`config.mk`:
```
export PLATFORM = sky130hd
export DESIGN_NAME = if_fetch_unit
export DESIGN_NICKNAME = d
export VERILOG_FILES = /design/src/rtl/pipe_pkg.sv /design/src/rtl/if_pc_reg.sv /design/src/rtl/if_fetch_unit.sv
export SDC_FILE = /design/constraint.sdc
export NUM_CORES = 1
export LEC_CHECK = 0
export CAP_MARGIN = 20
export CORE_UTILIZATION = 35
export DETAILED_ROUTE_END_ITERATION = 7
export PLACE_DENSITY = 0.67
export SLEW_MARGIN = 10
export SYNTH_ARGS = -nofsm -noshare
export SYNTH_HDL_FRONTEND = slang
export SYNTH_SLANG_ARGS = --single-unit
```
`constraint.sdc`:
```
create_clock -name clk -period 8.8 [get_ports clk]
set_input_delay 1.32 -clock clk [delete_from_list [all_inputs] [get_ports clk]]
set_output_delay 1.32 -clock clk [all_outputs]
set_load 0.01 [all_outputs]
```
`src/rtl/pipe_pkg.sv`:
```
// Shared pipeline definitions: datapath widths, the bubble instruction and the
// fetch-stage state encoding, used by the IF, ID and hazard logic.
package pipe_pkg;

  localparam int ADDR_W  = 32;
  localparam int INSTR_W = 32;

  localparam logic [INSTR_W-1:0] NOP_INSTR = 32'h0000_0000;

  typedef enum logic [1:0] {
    IDLE  = 2'd0,
    FETCH = 2'd1,
    HALT  = 2'd2
  } fetch_state_e;

  // Next-PC source selected by the fetch controller.
  typedef enum logic [1:0] {
    PC_HOLD = 2'd0,
    PC_INC  = 2'd1,
    PC_LOAD = 2'd2
  } pc_sel_e;

  function automatic logic addr_in_range(input logic [ADDR_W-1:0] addr,
                                         input logic [ADDR_W-1:0] depth);
    return addr < depth;
  endfunction

endpackage

```
`src/rtl/if_pc_reg.sv`:
```
// Program counter register with its incrementer and the target/hold/pc+1
// next-PC mux.
module if_pc_reg
  import pipe_pkg::*;
#(
  parameter logic [ADDR_W-1:0] RESET_PC = '0
) (
  input  logic              clk,
  input  logic              rst,
  input  pc_sel_e           sel_i,
  input  logic [ADDR_W-1:0] target_i,
  output logic [ADDR_W-1:0] pc_o,
  output logic [ADDR_W-1:0] pc_plus1_o
);

  logic [ADDR_W-1:0] pc_q;
  logic [ADDR_W-1:0] pc_d;

  assign pc_o       = pc_q;
  assign pc_plus1_o = pc_q + ADDR_W'(1);

  always_comb begin
    pc_d = pc_q;
    case (sel_i)
      PC_INC:  pc_d = pc_plus1_o;
      PC_LOAD: pc_d = target_i;
      default: pc_d = pc_q;
    endcase
  end

  always_ff @(posedge clk) begin
    if (rst) begin
      pc_q <= RESET_PC;
    end else begin
      pc_q <= pc_d;
    end
  end

endmodule

```
`src/rtl/if_fetch_unit.sv`:
```
// Instruction-fetch stage: drives the PC into a combinational instruction
// memory and captures the returned word into the IF/ID latch.
module if_fetch_unit
  import pipe_pkg::*;
#(
  parameter logic [ADDR_W-1:0]  RESET_PC  = 32'd0,
  parameter int unsigned        MEM_DEPTH = 128,
  parameter logic [INSTR_W-1:0] NOP_INSTR = pipe_pkg::NOP_INSTR
) (
  input  logic               clk,
  input  logic               rst,
  output logic [ADDR_W-1:0]  imem_addr,
  input  logic [INSTR_W-1:0] imem_data,
  input  logic               stall,
  input  logic               flush,
  input  logic [ADDR_W-1:0]  branch_target,
  output logic [ADDR_W-1:0]  pc,
  output logic [INSTR_W-1:0] ifid_instr,
  output logic [ADDR_W-1:0]  ifid_npc,
  output logic               ifid_valid,
  output logic               halted
);

  localparam logic [ADDR_W-1:0] DEPTH = ADDR_W'(MEM_DEPTH);

  fetch_state_e       state_q, state_d;
  pc_sel_e            pc_sel;
  logic [ADDR_W-1:0]  pc_cur, pc_plus1;
  logic [INSTR_W-1:0] ifid_instr_q, ifid_instr_d;
  logic [ADDR_W-1:0]  ifid_npc_q, ifid_npc_d;
  logic               ifid_valid_q, ifid_valid_d;
  logic               halted_q;
  logic               target_ok;
  logic               last_word;

  if_pc_reg #(
    .RESET_PC (RESET_PC)
  ) u_pc_reg (
    .clk        (clk),
    .rst        (rst),
    .sel_i      (pc_sel),
    .target_i   (branch_target),
    .pc_o       (pc_cur),
    .pc_plus1_o (pc_plus1)
  );

  assign target_ok = addr_in_range(branch_target, DEPTH);
  assign last_word = (pc_plus1 == DEPTH);

  always_ff @(posedge clk) begin
    if (rst) begin
      state_q <= IDLE;
    end else begin
      state_q <= state_d;
    end
  end

  always_comb begin
    state_d = state_q;
    case (state_q)
      IDLE: begin
        if (flush && !target_ok) state_d = HALT;
        else                     state_d = FETCH;
      end
      FETCH: begin
        if (flush)       state_d = target_ok ? FETCH : HALT;
        else if (stall)  state_d = FETCH;
        else if (last_word) state_d = HALT;
      end
      HALT: begin
        if (flush && target_ok) state_d = FETCH;
      end
      default: state_d = IDLE;
    endcase
  end

  always_comb begin
    pc_sel       = PC_HOLD;
    ifid_instr_d = ifid_instr_q;
    ifid_npc_d   = ifid_npc_q;
    ifid_valid_d = ifid_valid_q;
    case (state_q)
      IDLE: begin
        if (flush) pc_sel = PC_LOAD;
      end
      FETCH: begin
        if (flush) begin
          pc_sel       = PC_LOAD;
          ifid_instr_d = NOP_INSTR;
          ifid_valid_d = 1'b0;
        end else if (!stall) begin
          ifid_instr_d = imem_data;
          ifid_npc_d   = pc_plus1;
          ifid_valid_d = 1'b1;
          // Park the PC on the last word so imem_addr never leaves the array.
          pc_sel       = last_word ? PC_HOLD : PC_INC;
        end
      end
      HALT: begin
        if (flush && target_ok) begin
          pc_sel       = PC_LOAD;
          ifid_instr_d = NOP_INSTR;
          ifid_valid_d = 1'b0;
        end else if (!stall) begin
          ifid_instr_d = NOP_INSTR;
          ifid_valid_d = 1'b0;
        end
      end
      default: pc_sel = PC_HOLD;
    endcase
  end

  always_ff @(posedge clk) begin
    if (rst) begin
      ifid_instr_q <= NOP_INSTR;
      ifid_npc_q   <= '0;
      ifid_valid_q <= 1'b0;
      halted_q     <= 1'b0;
    end else begin
      ifid_instr_q <= ifid_instr_d;
      ifid_npc_q   <= ifid_npc_d;
      ifid_valid_q <= ifid_valid_d;
      halted_q     <= (state_d == HALT);
    end
  end

  assign imem_addr  = pc_cur;
  assign pc         = pc_cur;
  assign ifid_instr = ifid_instr_q;
  assign ifid_npc   = ifid_npc_q;
  assign ifid_valid = ifid_valid_q;
  assign halted     = halted_q;

endmodule

```
==> key figures, run 1 <==
Place
  • Final Wtd Congestion: 0.885
  • Port bufs: 197
  • Placed instance count: 976
  • Hpwl dp: 11.5 mm

CTS
  • Worst skew pair latency: 360 ps
  • CTS Buffer Depth: 2
  • Num Clock Sinks: 100
  • Clock transition at path regs: 70 ps
  • TritonCTS buffer count: 9
  • Post-CTS Setup Bufs: 0
  • CTS tree: yes
  • Htree depth: 3
  • CTS root buffer: clkbuf_16
  • Hold_buf cts: 0
  • Post_cts resized: 0

Power
  • Net Sw Frac: 27.3%
  • Seq pwr share: 45.7%
  • Psw: 293 µW
  • Cell Pwr Density: 144 mW/mm²
  • Clock Power Share: 38.7%
  • Pleak: 0.00247 µW
  • Internal power: 781 µW
  • Maximum VDD drop: 0.0000977 V
  • Comb pwr share: 15.7%

Timing
  • Max Freq: 226 MHz
  • Final Hold Fails: 0
  • Worst slew margin: 28.6%
  • Final setup viols: 0
  • Min Clock Period, post-route: 4420 ps
  • Worst-margin pin slew: 1070 ps
  • Unrepaired setup endpoints after global routing: false
  • Final setup TNS: 0 ps
  • Pins over their slew limit: 0
  • Final period util: 50.2%
  • Worst clock skew: 12.6 ps

Yosys
  • Syn Nets: 754
  • Cell with the most instances after synthesis: nor2_1
  • Synth Register Bits: 100
  • Mean Syn Cell Area: 8.00 µm²
  • Top post-synthesis cells by area: dfxtp_1 37%, nor2_1 8.2%, a22oi_1 5.1%
  • Cells after Synth: 684
  • Yosys top cell area share: 36.6%
  • Post-synth EDFFs: 0
  • Area leader, netlist: dfxtp_1
  • Register area share after synthesis: 36.6%
  • Ys flop type: dfxtp_1
  • Async SR Flop Fraction: 0%
  • Library cells used by synthesis: 56
  • Syn Std Cell Area: 0.00547 mm²
  • Top post-synthesis cells by count: 119 x nor2_1, 100 x dfxtp_1, 42 x clkbuf_1, 37 x a22oi_1, 37 x o21ai_0
  • Yosys warnings: 0

Setup path
  • Critical path's slowest cell: dfxtp_1
  • Worst Path Required: 9080 ps
  • Crit end category: flip-flop
  • Largest stage delay on the critical path: 650 ps
  • Crit-path cells: nand4_1 -> nor3_1 -> nand3_1 -> nor4bb_1 -> o2111ai_1 -> o21ai_0 -> ha_2 -> buf_4 -> nand2_1 -> o21a_1 -> or2_2 -> a21oi_1
  • WP data arrival: 4690 ps
  • CP startpoint kind: flip-flop
  • Setup CP Type: flip-flop to flip-flop
  • Worst Path Max Fanout: 59

Drt
  • Vias per Instance: 5.35
  • Mean routed wirelength per cell: 16.7 µm
  • DRC Markers: 0
  • Routed WL: 16.5 mm
  • Starting DRT DRC Count: 351
  • DRT Pass-1 Iters: 5
  • Routed Antenna Nets: 0
  • Routed via count: 5310

Final layout
  • Layout cells sized above 1: 5.35%
  • # diodes: 0
  • Non-filler cells, final: 992
  • Area Growth Syn to Fin: 36.5%
  • Layout net count: 869
  • Layout fillers: 1503

Global routing
  • First-pass GRT wire length: 25.1 mm
  • Total track usage: 20.0%
  • Total grt overflow: 0
  • Vias in the first global route: 4466
  • Largest net degree at the start of global routing: 100
  • Initial antenna violation count: 0

Die
  • Initial core utilization: 36.0%
  • Die Y: 127 µm
  • Core Box Area: 0.0152 mm²
  • Die W: 127 µm
  • Die area: 0.0161 mm²
  • Ports: 198
  • Row Count: 45

Job
  • Max-capacitance violation count: 0

Status
  • Status: complete, no violations

Worst hold path
  • Type of the tightest min-delay check: flip-flop to flip-flop
==> per-layer routing <==
metal / global-route usage, % / share of wire, % / up-vias
met3: 3.77 / 5.1 / 18
met2: 28.2 / 44 / 190
li1: - / - / 2653
met4: 7.07 / 1.4 / 0
met5: 0 / 0 / -
met1: 29.9 / 50 / 2449
==> power groups by stage <==
stage | registers (µW) | clock network [µW] | logic (µW)
after CTS | 490 | 426 | 169
after global routing | 494 | 446 | 182
final | 490 | 415 | 168
after detailed placement | 501 | 0 | 168
after global placement | 501 | 0 | 167
after floorplan | 494 | 0 | 95.3
==> layout by cell type (no fill, tap or decap), types with 17 or more instances in the layout <==
master,instances
nor3_1,17
clkdlybuf4s50_1,196
o21ai_0,37
a22oi_1,37
a211oi_1,28
a21oi_1,35
nor2_1,119
nand2_1,29
dfxtp_1,100
==> state kept, by name, indices dropped and copies added (netlist names) <==
name	count
u_pc_reg.pc_o	32
ifid_npc	32
ifid_valid	1
halted	1
ifid_instr	32
state_q	2
==> layout make-up <==
cell class                 instances  area, µm²  area share, %
clock buffer                       9        225           3.02
timing repair buffer             200       1990           26.7
sequential                       100       2000           26.8
multi-input combinational        483       2920           39.0
clock inverter                     7       77.6           1.04
inverter                           5       18.8          0.251
tap                              188        235           3.15
==> per-stage QoR <==
step / instance area, µm² / util (%) / worst slack, ps / hold slack (ps) / power (µW)
2_1_floorplan: 5470 / - / 5050 / 518 / 589
3_3_place_gp: 7160 / 47.1 / 4380 / 469 / 668
3_5_place_dp: 7160 / 47.1 / 4320 / 479 / 668
4_1_cts: 7470 / 49.1 / 4440 / 497 / 1080
5_1_grt: 7470 / 49.1 / 4010 / 509 / 1120
6_report: 7470 / 49.1 / 4380 / 489 / 1070
==> critical path, delay by kind of cell (launching register included) <==
kind,cells,cell delay (ps)
fa+ha+maj,1,480
simple gates,6,1900
flops,1,650
compound gates,4,700
buf+inv,1,560
==> kinds of logic (layout without fill, tap and decap cells) <==
logic type      after synthesis  after routing  synth area share (%)
buf+inv                     101            221                  10.4
simple gates                265            265                  24.5
flops                       100            100                  36.6
compound gates              173            173                  20.9
mux                          14             14                  2.56
xor+xnor                     29             29                  4.64
fa+ha+maj                     2              2                 0.457
==> worst paths after layout <==
path / from / endpoint / slack, ps / depth (start not counted)
worst max-delay path: u_pc_reg.pc_o[11] / u_pc_reg.pc_o[8] / 4380 / 12
worst min-delay path: ifid_valid / ifid_valid / 490 / 2
worst max register to register: u_pc_reg.pc_o[11] / u_pc_reg.pc_o[8] / 4380 / 12
worst min register to register: ifid_valid / ifid_valid / 490 / 2
Power figures use the tool's default switching activity.
==> inputs of run 2 (changes only) <==
Clock period 8.8 ns to 4.6 ns, I/O delays scaled along.
==> run 2 against run 1 <==
Critical path depth rose by 1; highest routed layer unchanged; largest cell class unchanged; critical path type unchanged; routed wire length decreased by 0.28%; die area is the same; clock power is 89% higher; setup slack got worse by 3800 ps; register-to-register slack got worse by 3800 ps.
==> key figures, run 2 (synthesized netlist as in run 1, its figures left out) <==
Timing
  • Worst slew margin: 33.8% (was 28.6%)
  • Worst-margin pin slew: 992 ps (was 1070 ps)
  • Unrepaired setup endpoints after global routing: false (unchanged)
  • Final setup viols: 0 (unchanged)
  • Worst clock skew: 7.40 ps (was 12.6 ps)
  • Min Clock Period, post-route: 4040 ps (was 4420 ps)
  • Pins over their slew limit: 0 (unchanged)
  • Final period util: 87.9% (was 50.2%)
  • Final Hold Slack: 496 ps (was 489 ps)
  • Max Freq: 247 MHz (was 226 MHz)
  • Final setup TNS: 0 ps (unchanged)
  • Final Hold Fails: 0 (unchanged)

Worst hold path
  • Type of the tightest min-delay check: flip-flop to flip-flop (unchanged)

Die
  • Initial core utilization: 36.0% (unchanged)
  • Die Y: 127 µm (unchanged)
  • Die W: 127 µm (unchanged)
  • Core Box Area: 0.0152 mm² (unchanged)
  • Row Count: 45 (unchanged)
  • Die area: 0.0161 mm² (unchanged)
  • Ports: 198 (unchanged)

Place
  • Port bufs: 197 (unchanged)
  • Final Wtd Congestion: 0.933 (was 0.885)
  • Hpwl dp: 11.8 mm (was 11.5 mm)

Drt
  • Mean routed wirelength per cell: 16.6 µm (was 16.7 µm)
  • DRT Pass-1 Iters: 5 (unchanged)
  • Starting DRT DRC Count: 393 (was 351)
  • Routed Antenna Nets: 0 (unchanged)
  • Routed via count: 5388 (was 5310)
  • Routed WL: 16.5 mm (about the same)
  • Vias per Instance: 5.41 (was 5.35)
  • DRC Markers: 0 (unchanged)

CTS
  • CTS root buffer: clkbuf_16 (unchanged)
  • Post-CTS Setup Bufs: 0 (unchanged)
  • CTS Buffer Depth: 2 (unchanged)
  • Hold_buf cts: 0 (unchanged)
  • Num Clock Sinks: 100 (unchanged)
  • Post_cts resized: 0 (unchanged)
  • Clock transition at path regs: 80 ps (was 70 ps)
  • Htree depth: 3 (unchanged)
  • Worst skew pair latency: 360 ps (about the same)
  • TritonCTS buffer count: 9 (unchanged)
  • CTS tree: yes (unchanged)

Power
  • Pleak: 0.00250 µW (was 0.00247 µW)
  • Total Power: 2050 µW (was 1070 µW)
  • Maximum VDD drop: 0.000172 V (was 0.0000977 V)
  • Cell Pwr Density: 273 mW/mm² (was 144 mW/mm²)

Status
  • Status: complete, no violations (unchanged)

Final layout
  • Commonest non-fill, non-tap cell in the layout: clkdlybuf4s50_1 (unchanged)
  • Layout net count: 873 (was 869)
  • Commonest cells after routing, fill and taps aside: 196 x clkdlybuf4s50_1, 119 x nor2_1, 100 x dfxtp_1, 37 x o21ai_0, 37 x a22oi_1 (unchanged)
  • Area Growth Syn to Fin: 37.3% (was 36.5%)
  • Layout cells sized above 1: 5.82% (was 5.35%)
  • # diodes: 0 (unchanged)
  • Final Util: 49.4% (was 49.1%)

Global routing
  • Largest net degree at the start of global routing: 94 (was 100)
  • First-pass GRT wire length: 25.9 mm (was 25.1 mm)
  • Vias in the first global route: 4706 (was 4466)
  • Initial antenna violation count: 0 (unchanged)
  • Total grt overflow: 0 (unchanged)
  • Total track usage: 20.4% (was 20.0%)

Setup path
  • Worst Path Required: 4890 ps (was 9080 ps)
  • Crit end category: flip-flop (unchanged)
  • CP startpoint kind: flip-flop (unchanged)
  • Setup CP Type: flip-flop to flip-flop (unchanged)
  • WP data arrival: 4330 ps (was 4690 ps)
  • Worst Path Max Fanout: 54 (was 59)

Job
  • Max-capacitance violation count: 0 (unchanged)
-- run 2: changes by cell type in the layout (fill, tap and decap cells not counted), sizes merged --
cell      before  now
buf            4    8
bufinv         1    0
clkinv         1    4
clkinvlp       1    0
inv            9    8
-- run 2: layout make-up --
type / count / area (µm²)
Fill cell: 1491 / 7690
Multi-Input combinational cell: 483 / 2920
Timing Repair Buffer: 204 / 2020
Sequential cell: 100 / 2000
Tap cell: 188 / 235
Clock buffer: 9 / 225
Clock inverter: 7 / 91.3
Inverter: 5 / 18.8
-- run 2: where the power goes --
| group | switching [µW] | leakage [µW] | total (µW) | internal (µW) |
|---|---|---|---|---|
| clock network | 390 | 0.000154 | 783 | 394 |
| logic | 151 | 0.00153 | 327 | 176 |
| registers | 47.5 | 0.000810 | 938 | 890 |
| total | 588 | 0.00250 | 2050 | 1460 |
-- run 2: critical path, cell delays in order (launching register included) --
cell	delay (ps)
dfxtp_1	550
ha_1	350
nand3_1	270
nor3_4	380
nand3_1	210
nor4bb_1	450
o2111ai_1	250
o21ai_0	240
ha_2	200
buf_4	440
nand2_1	120
o21a_1	110
or2_2	260
a21oi_1	110
-- run 2: path summary, 6_finish.rpt --
check | endpoint | cells after the start | from | slack (ps)
setup / recovery | u_pc_reg.pc_o[17] | 13 | u_pc_reg.pc_o[0] | 560
hold / removal | ifid_valid | 2 | ifid_valid | 500
setup reg to reg | u_pc_reg.pc_o[17] | 13 | u_pc_reg.pc_o[0] | 560
hold reg to reg | ifid_valid | 2 | ifid_valid | 500
-- run 2: stage by stage --
| step | instance area (µm²) | cells | worst slack, ps |
|---|---|---|---|
| after floorplan | 5470 | 684 | 1090 |
| after global placement | 7190 | 980 | 754 |
| after detailed placement | 7190 | 980 | 673 |
| after CTS | 7510 | 996 | 647 |
| after global routing | 7510 | 996 | 130 |
| final | 7510 | 996 | 555 |
-- run 2: per-layer routing --
layer  GRT usage (%)  share of wire (%)  routed length (µm)  vias to the layer above
met5               0                  0                   0                        -
met4            6.37                2.0                 338                        0
met3            4.02                5.4                 896                       26
met2            28.3                 42                6920                      213
met1            31.0                 51                8340                     2477
li1                -                  -                   -                     2672
==> inputs of run 3 (changes only) <==
Settings changed: CTS_CLUSTER_DIAMETER set to 100.
==> results of run 3 <==
The final DEF is identical to that of run 2; final timing and power are the same.
